**config.mk**
```make
export PLATFORM = sky130hd
export DESIGN_NAME = vscpu_mem_hs
export DESIGN_NICKNAME = d
export VERILOG_FILES = /design/src/rtl/vscpu_mem_hs.sv
export SDC_FILE = /design/constraint.sdc
export NUM_CORES = 2
export LEC_CHECK = 0
export CAP_MARGIN = 20
export CORE_ASPECT_RATIO = 1.5
export CORE_MARGIN = 8
export CORE_UTILIZATION = 55
export DETAILED_ROUTE_END_ITERATION = 7
export PLACE_DENSITY = 0.7
export SYNTH_ARGS = -nofsm -noshare
export SYNTH_HDL_FRONTEND = slang
export SYNTH_SLANG_ARGS = --single-unit
```
**constraint.sdc**
```tcl
create_clock -name clk -period 22.9 [get_ports clk]
set_input_delay 5.725 -clock clk [delete_from_list [all_inputs] [get_ports clk]]
set_output_delay 5.725 -clock clk [all_outputs]
set_load 0.02 [all_outputs]
```
**src/rtl/vscpu_mem_hs.sv**
```systemverilog
// vscpu_mem_hs: very-simple CPU with a variable-latency memory handshake.
// The ISA is memory-to-memory. Each instruction word holds a 4-bit opcode and
// two ADDR_W-bit operand fields, A and B. Every memory access is a req/rdy
// transaction. Request, write enable, address and write data are registered,
// and they stay stable until mem_rdy completes the transaction.
//
// Ports:
//   clk        clock, all state on rising edge
//   rst        asynchronous active-low reset
//   run        fetch enable, sampled only in IDLE before a new fetch
//   mem_req    memory transaction request
//   mem_we     1=write, 0=read (valid while mem_req)
//   mem_addr   transaction address
//   mem_wdata  write data
//   mem_rdata  read data, valid in the cycle mem_rdy=1
//   mem_rdy    transaction completes at the posedge where mem_req&mem_rdy
//   halted     CPU stopped on a self-loop branch
//   pc         current program counter
//   retired    completed-instruction count (wraps)
module vscpu_mem_hs #(
  parameter int ADDR_W = 14,
  parameter int DATA_W = 32,
  parameter int RET_W  = 16
) (
  input  logic              clk,
  input  logic              rst,
  input  logic              run,
  output logic              mem_req,
  output logic              mem_we,
  output logic [ADDR_W-1:0] mem_addr,
  output logic [DATA_W-1:0] mem_wdata,
  input  logic [DATA_W-1:0] mem_rdata,
  input  logic              mem_rdy,
  output logic              halted,
  output logic [ADDR_W-1:0] pc,
  output logic [RET_W-1:0]  retired
);

  localparam int IW_W = 4 + 2*ADDR_W;

  if (DATA_W < IW_W) begin : g_width_check
    $error("vscpu_mem_hs: DATA_W must be >= 4+2*ADDR_W");
  end

  // Opcode groups: op[3:1]. op[0] selects the immediate form.
  localparam logic [2:0] G_ADD  = 3'd0;
  localparam logic [2:0] G_NAND = 3'd1;
  localparam logic [2:0] G_SRL  = 3'd2;
  localparam logic [2:0] G_LT   = 3'd3;
  localparam logic [2:0] G_CP   = 3'd4;
  localparam logic [2:0] G_CPI  = 3'd5;
  localparam logic [2:0] G_BZJ  = 3'd6;
  localparam logic [2:0] G_MUL  = 3'd7;

  localparam logic [DATA_W-1:0] W_DW    = DATA_W'(DATA_W);
  localparam logic [ADDR_W-1:0] A_ONE   = ADDR_W'(1);
  localparam logic [RET_W-1:0]  RET_ONE = RET_W'(1);

  typedef enum logic [2:0] {
    S_IDLE, S_FETCH, S_RDB, S_RDA, S_RDI, S_WR, S_HALT
  } state_t;

  state_t            r_state;
  logic [IW_W-1:0]   r_iw;
  logic [DATA_W-1:0] r_rb;
  logic [ADDR_W-1:0] r_ra;

  // Decode of the word arriving in FETCH (not yet latched)
  logic [2:0]        w_f_grp;
  logic              w_f_imm;
  logic [ADDR_W-1:0] w_f_a;
  logic [ADDR_W-1:0] w_f_b;
  // Decode of the latched instruction word
  logic [2:0]        w_grp;
  logic              w_imm;
  logic [ADDR_W-1:0] w_a;
  logic [ADDR_W-1:0] w_b;
  logic [DATA_W-1:0] w_b_ext;
  logic [DATA_W-1:0] w_opb;
  logic [DATA_W-1:0] w_shift2;
  logic [DATA_W-1:0] w_alu;
  logic [ADDR_W-1:0] w_tgt;

  assign w_f_grp = mem_rdata[IW_W-1:2*ADDR_W+1];
  assign w_f_imm = mem_rdata[2*ADDR_W];
  assign w_f_a   = mem_rdata[2*ADDR_W-1:ADDR_W];
  assign w_f_b   = mem_rdata[ADDR_W-1:0];

  assign w_grp   = r_iw[IW_W-1:2*ADDR_W+1];
  assign w_imm   = r_iw[2*ADDR_W];
  assign w_a     = r_iw[2*ADDR_W-1:ADDR_W];
  assign w_b     = r_iw[ADDR_W-1:0];
  assign w_b_ext = {{(DATA_W-ADDR_W){1'b0}}, w_b};
  assign w_opb   = w_imm ? w_b_ext : r_rb;

  // ALU. Operand A is taken straight from mem_rdata during the RDA read, so
  // the result is ready on the same edge that enters WR.
  always_comb begin
    w_shift2 = w_opb - W_DW;
    w_alu    = '0;
    case (w_grp)
      G_ADD:  w_alu = mem_rdata + w_opb;
      G_NAND: w_alu = ~(mem_rdata & w_opb);
      G_SRL: begin
        // A shift amount of DATA_W or more turns into a left shift by (s - DATA_W).
        if (w_opb < W_DW) begin
          w_alu = mem_rdata >> w_opb;
        end else if (w_shift2 < W_DW) begin
          w_alu = mem_rdata << w_shift2;
        end else begin
          w_alu = '0;
        end
      end
      G_LT:    w_alu = {{(DATA_W-1){1'b0}}, (mem_rdata < w_opb)};
      G_MUL:   w_alu = mem_rdata * w_opb;
      default: w_alu = '0;
    endcase
  end

  // Branch target, resolved during the RDA read. For BZJ, rb holds M[B].
  // For BZJi, only the low ADDR_W bits of M[A]+B are needed.
  always_comb begin
    w_tgt = pc + A_ONE;
    if (w_imm) begin
      w_tgt = mem_rdata[ADDR_W-1:0] + w_b;
    end else if (r_rb == '0) begin
      w_tgt = mem_rdata[ADDR_W-1:0];
    end else begin
      w_tgt = pc + A_ONE;
    end
  end

  // Control FSM. It sequences the memory transactions and holds the
  // registered handshake outputs, the PC, the retire counter and the halt flag.
  always_ff @(posedge clk or negedge rst) begin
    if (!rst) begin
      r_state   <= S_IDLE;
      r_iw      <= '0;
      r_rb      <= '0;
      r_ra      <= '0;
      mem_req   <= 1'b0;
      mem_we    <= 1'b0;
      mem_addr  <= '0;
      mem_wdata <= '0;
      halted    <= 1'b0;
      pc        <= '0;
      retired   <= '0;
    end else begin
      case (r_state)
        S_IDLE: begin
          if (run && !halted) begin
            r_state  <= S_FETCH;
            mem_req  <= 1'b1;
            mem_we   <= 1'b0;
            mem_addr <= pc;
          end
        end
        S_FETCH: begin
          if (mem_rdy) begin
            r_iw <= mem_rdata[IW_W-1:0];
            if (!w_f_imm) begin
              r_state  <= S_RDB;
              mem_addr <= w_f_b;
            end else if (w_f_grp == G_CP) begin
              r_state   <= S_WR;
              mem_we    <= 1'b1;
              mem_addr  <= w_f_a;
              mem_wdata <= {{(DATA_W-ADDR_W){1'b0}}, w_f_b};
            end else begin
              r_state  <= S_RDA;
              mem_addr <= w_f_a;
            end
          end
        end
        S_RDB: begin
          if (mem_rdy) begin
            r_rb <= mem_rdata;
            if (w_grp == G_CPI && !w_imm) begin
              r_state  <= S_RDI;
              mem_addr <= mem_rdata[ADDR_W-1:0];
            end else if (w_grp == G_CPI) begin
              // CPIi: the destination is the pointer read earlier from M[A]
              r_state   <= S_WR;
              mem_we    <= 1'b1;
              mem_addr  <= r_ra;
              mem_wdata <= mem_rdata;
            end else if (w_grp == G_CP) begin
              r_state   <= S_WR;
              mem_we    <= 1'b1;
              mem_addr  <= w_a;
              mem_wdata <= mem_rdata;
            end else begin
              r_state  <= S_RDA;
              mem_addr <= w_a;
            end
          end
        end
        S_RDA: begin
          if (mem_rdy) begin
            r_ra <= mem_rdata[ADDR_W-1:0];
            if (w_grp == G_CPI) begin
              r_state  <= S_RDB;
              mem_addr <= w_b;
            end else if (w_grp == G_BZJ) begin
              mem_req <= 1'b0;
              pc      <= w_tgt;
              retired <= retired + RET_ONE;
              if (w_tgt == pc) begin
                r_state <= S_HALT;
                halted  <= 1'b1;
              end else begin
                r_state <= S_IDLE;
              end
            end else begin
              r_state   <= S_WR;
              mem_we    <= 1'b1;
              mem_addr  <= w_a;
              mem_wdata <= w_alu;
            end
          end
        end
        S_RDI: begin
          if (mem_rdy) begin
            r_state   <= S_WR;
            mem_we    <= 1'b1;
            mem_addr  <= w_a;
            mem_wdata <= mem_rdata;
          end
        end
        S_WR: begin
          if (mem_rdy) begin
            r_state <= S_IDLE;
            mem_req <= 1'b0;
            mem_we  <= 1'b0;
            pc      <= pc + A_ONE;
            retired <= retired + RET_ONE;
          end
        end
        S_HALT: begin
          mem_req <= 1'b0;
          mem_we  <= 1'b0;
          halted  <= 1'b1;
        end
        default: begin
          r_state <= S_IDLE;
          mem_req <= 1'b0;
          mem_we  <= 1'b0;
        end
      endcase
    end
  end

endmodule

```
# Word level (Yosys, flattened, before mapping)
# Cells that the tools add are included.
# W data, S select, Z words.
# totals
elab_cells,156
in_bits,36
reg_bits,160
out_inout_bits,79
# classes
n_eq_ne,30
bitwise_logic,4
n_lt_le_gt_ge,3
n_reduce_logical,22
mul,1
add_sub_neg,5
n_shift,2
mux,78
# ops
op,n
$mux W32,14
$mux W14,16
$pmux W32 S5,1
$pmux W32 S4,1
$pmux W14 S5,1
$lt A32 B6 Y1 const B,2
$mux W16,4
$mux W3,14
$add A32 B32 Y32,1
$and A32 B32 Y32,1
$logic_not A32 Y1,1
$lt A32 B32 Y1,1
$mul A32 B32 Y32,1
$not A32 Y32,1
$pmux W16 S2,1
$shl A32 B32 Y32,1
$shr A32 B32 Y32,1
$sub A32 B6 Y32 const B,1
$pmux W14 S2,1
$ne A2 B2 Y1 const B,13
$eq A3 B3 Y1 const B,8
$mux W1,21
$pmux W3 S7,1
$add A16 B1 Y16 const B,1
other kinds (23),37

# Longest topological paths before layout
# logic_depth
word_depth,10
mapped_depth,34
depth_no_buf,28

# Worst setup path after synthesis
# No wires, ideal clock.
# synth_path
path_kind,input-to-reg
start,in mem_rdata[9]
end,reg mem_wdata[28]
path_slack_ps,10482
path_buffers,3
setup_ps,82
arrival_time_ps,12336
cell_stages,28
t_required_ps,22818
cell_sequence,clkbuf_1 -> clkbuf_1 -> clkbuf_1 -> nand2_1 -> fa_1 -> inv_1 -> fa_1 -> fa_1 -> inv_1 -> fa_1 -> inv_1 -> fa_1 -> inv_1 -> fa_1 -> inv_1 -> fa_1 -> fa_1 -> ha_1 -> a21o_1 -> a21o_1 -> a21oi_1 -> o21a_1 -> o311ai_0 -> a21oi_1 -> o21ai_0 -> xnor2_1 -> nand2_1 -> a31oi_1
# synth_via
elab_chain_cells,8
word_cells_on_any_way,11
classes_between,1 x add/sub; 1 x mul; 2 x shift; 7 x mux
# synth_rtl
item,line_no,text
start: declaration,32,"input logic [DATA_W-1:0] mem_rdata,"
"parallel branches: the longest is 3 deep, another holds $mul A32 B32 Y32",--,
$pmux W32 S5 (*),101,case (w_grp)
$mux W32 (*),204,end else if (w_grp == G_BZJ) begin
$mux W32 (*),201,if (w_grp == G_CPI) begin
$mux W32 (*),199,if (mem_rdy) begin
$pmux W32 S4 (*),149,case (r_state)
end signal: assignment,168,"mem_wdata <= {{(DATA_W-ADDR_W){1'b0}}, w_f_b};"
end signal: assignment,218,mem_wdata <= w_alu;
end signal: assignment,227,mem_wdata <= mem_rdata;
end: declaration,31,"output logic [DATA_W-1:0] mem_wdata,"
# Every way passes the cells marked *. The select of a mux whose other input is x is not followed.
# A chain may end at the register's enable or synchronous reset.

# Worst setup path after layout
# layout_path
start,in mem_rdata[0]
end,reg mem_wdata[23]
# Same word-level chain as after synthesis.

==> results by group <==
Run status
  – Status: finished, final reports clean

Clocking
  – Num CTS Buffers: 17
  – Root Buffer: clkbuf_16
  – Worst-case clock buffer depth: 2
  – CTS tree: yes
  – Post CTS Setup Buffer Count: 0
  – Hold_buf cts: 0
  – Clock sinks: 160
  – H-tree Lvls: 4
  – Number of gates resized after cts: 0
  – Worst-Skew Late Latency: 470 ps
  – CTS clk-pin slew, worst paths: 70 ps

Synth
  – Synth top area share: 0.256
  – Syn_area_per_cell: 8.49 µm²
  – Dominant cell by count in the synthesized netlist: inv_1
  – Largest area contributor in the netlist: fa_1
  – Ys async rst share: 1.00
  – YS warnings: 0
  – Top_reg_cell synth: dfrtp_1
  – Syn Nets: 4,432
  – Top cells by count, synth: inv_1 (452), fa_1 (410), nand2_1 (393)
  – Post-synthesis cell count: 3,773
  – Synth cell types: 96
  – Sequential share of the synthesized area: 0.125
  – Synth area leaders: fa_1 (26%), dfrtp_1 (12%), ha_1 (8.3%)
  – Number of synthesized flops with an enable pin: 0
  – Synth Register Bits: 160
  – Synthesized area: 0.0320 mm²

Worst setup path
  – CP peak stage delay: 610 ps
  – Critical path origin: mem_rdata[0]
  – Critical Path End Type: flip-flop
  – Reg2reg end: mem_wdata[28]
  – Most frequent CP cell: fa_1
  – Critical Path RT: 23,240 ps
  – R2R setup slack: 13,480 ps
  – Cell depth of the worst flop-to-flop path: 28
  – Worst flop-to-flop path startpoint: r_iw[28]
  – CP arrival: 13,150 ps
  – Startpoint Class: input pin
  – Critical-path maximum fanout: 18
  – CP Class: in2reg
  – Slowest-stage cell, CP: fa_1
  – Critical path endpoint: mem_wdata[23]

Detailed routing
  – Met1 WL: 39,700 µm
  – Metal3 WL: 9610 µm
  – DR vias: 28,500
  – Initial DRC count: 2,648
  – Top Metal Used: met5
  – Routed WL per cell: 26.0 µm
  – DR vias/cell: 6.32
  – DRT Pass-1 Iters: 6
  – Post-Route WL: 118,000 µm
  – Metal2 WL: 56,900 µm
  – Final ANT Viol Nets: 0
  – DRC: 0

STA
  – Tmin final: 12,810 ps
  – Fmax achieved: 78.1 MHz
  – Relative slew margins: 0.189
  – Fin crit share: 0.559
  – Final Skew: 10.9 ps
  – Final Hold Fails: 0
  – Slew @ Worst Pin: 1190 ps
  – Final Max Slew Viols: 0
  – RSZ-0062 raised after global routing: false
  – Fin Setup TNS: 0 ps
  – Setup violations, final: 0

Die
  – Die Width: 213 µm
  – Die area: 0.0664 mm²
  – Core area: 0.0577 mm²
  – Ports: 115
  – Std cell rows: 108
  – Starting density of the core: 0.555
  – Die extent in y: 312 µm

Layout
  – NumNets Final: 4,393
  – P&R area growth vs syn: 7.34%
  – Share of cells above drive strength 1: 0.0785

Placed design
  – GP Congestion: 1.01
  – Port Buf Inserts: 114
  – DP HPWL: 87,800 µm

Global routing
  – Wire length of the first global-routing pass: 179,000 µm
  – Vias in the first global route: 29,900
  – Total track usage: 0.358
  – Largest net degree at the start of global routing: 63
  – Overflow after GRT: 0
  – Antenna violations before repair: 5

Min path
  – Hold Crit Class: reg2reg

Flow run
  – # Max-Cap Violations: 0
-- worst min-delay path by stage --
stage               slack, ps      endpoint    startpoint  depth (start not counted)
floorplan                 450       r_ra[0]       r_ra[0]                          2
global placement          470   mem_addr[5]   mem_addr[5]                          2
detailed placement        460   retired[15]   retired[15]                          1
CTS                       480   retired[15]   retired[15]                          1
global route              510  mem_addr[12]  mem_addr[12]                          2
finish                    480   retired[15]   retired[15]                          1
-- flip-flops by register name (all words and copies together) (netlist names) --
name	flops
halted	1
mem_addr	14
mem_req	1
mem_wdata	32
mem_we	1
pc	14
r_iw	32
r_ra	14
r_rb	32
r_state	3
retired	16
-- layout by cell type (no fill, tap or decap), types with 12 or more instances in the layout --
cell type / instances
nor3_1: 56
clkdlybuf4s50_1: 100
mux2i_1: 115
clkbuf_16: 17
and3_1: 20
a31oi_1: 15
a22oi_1: 15
a211oi_1: 35
o21bai_1: 12
nand3_1: 47
or3_1: 22
nor2_1: 228
fa_1: 410
o211ai_1: 36
or2_2: 14
mux2_2: 81
inv_1: 451
nand4_1: 31
xor2_1: 43
nor4_1: 17
dfrtp_1: 159
xnor2_1: 121
and2_1: 280
mux4_2: 19
nand2b_1: 20
a222oi_1: 16
nor2b_1: 30
nand2_1: 393
ha_1: 213
a21oi_1: 192
buf_4: 95
buf_2: 13
o21ai_0: 174
a21o_1: 19
o22ai_1: 15
-- logic make-up after synthesis --
kind of cell,share of synthesized area
adders and majority gates,0.339
AOI/OAI and AO/OA,0.133
buffers and inverters,0.0864
muxes,0.0805
DFF,0.125
xor gates and xnor gates,0.0491
and+or+nand+nor,0.187
-- through the flow --
step	util	area [µm²]	hold slack (ps)	cells	setup WS, ps
floorplan	-	32000	450	3773	10480
global placement	0.586	33800	467	4484	9680
detailed placement	0.586	33800	463	4484	9740
CTS	0.596	34400	483	4516	10230
global route	0.596	34400	507	4518	9790
finish	0.596	34400	482	4519	10090
-- routing by layer --
metal,global-route usage,vias up
li1,-,12400
met1,0.386,14000
met2,0.599,1600
met3,0.0742,548
met4,0.290,4
met5,0,-
-- area by class of cell --
class / count / area (µm²)
Clock buffer: 18 / 429
Tap cell: 770 / 963
Sequential cell: 160 / 4010
Timing Repair Buffer: 210 / 1800
Inverter: 457 / 1720
Clock inverter: 14 / 131
Multi-Input combinational cell: 2888 / 25300
Antenna cell: 2 / 5.00
Fill cell: 5319 / 23300
-- worst max-delay path: cells and delay by family --
kind | cells | cell delay, ps
fa+ha+maj | 9 | 3750
buf+inv | 7 | 1740
compound gates | 6 | 1150
simple gates | 3 | 510
xor+xnor | 1 | 270
Power is left out: the tool's default activity adds up to more than one toggle a clock period on the data nets, which glitch-free logic cannot reach.
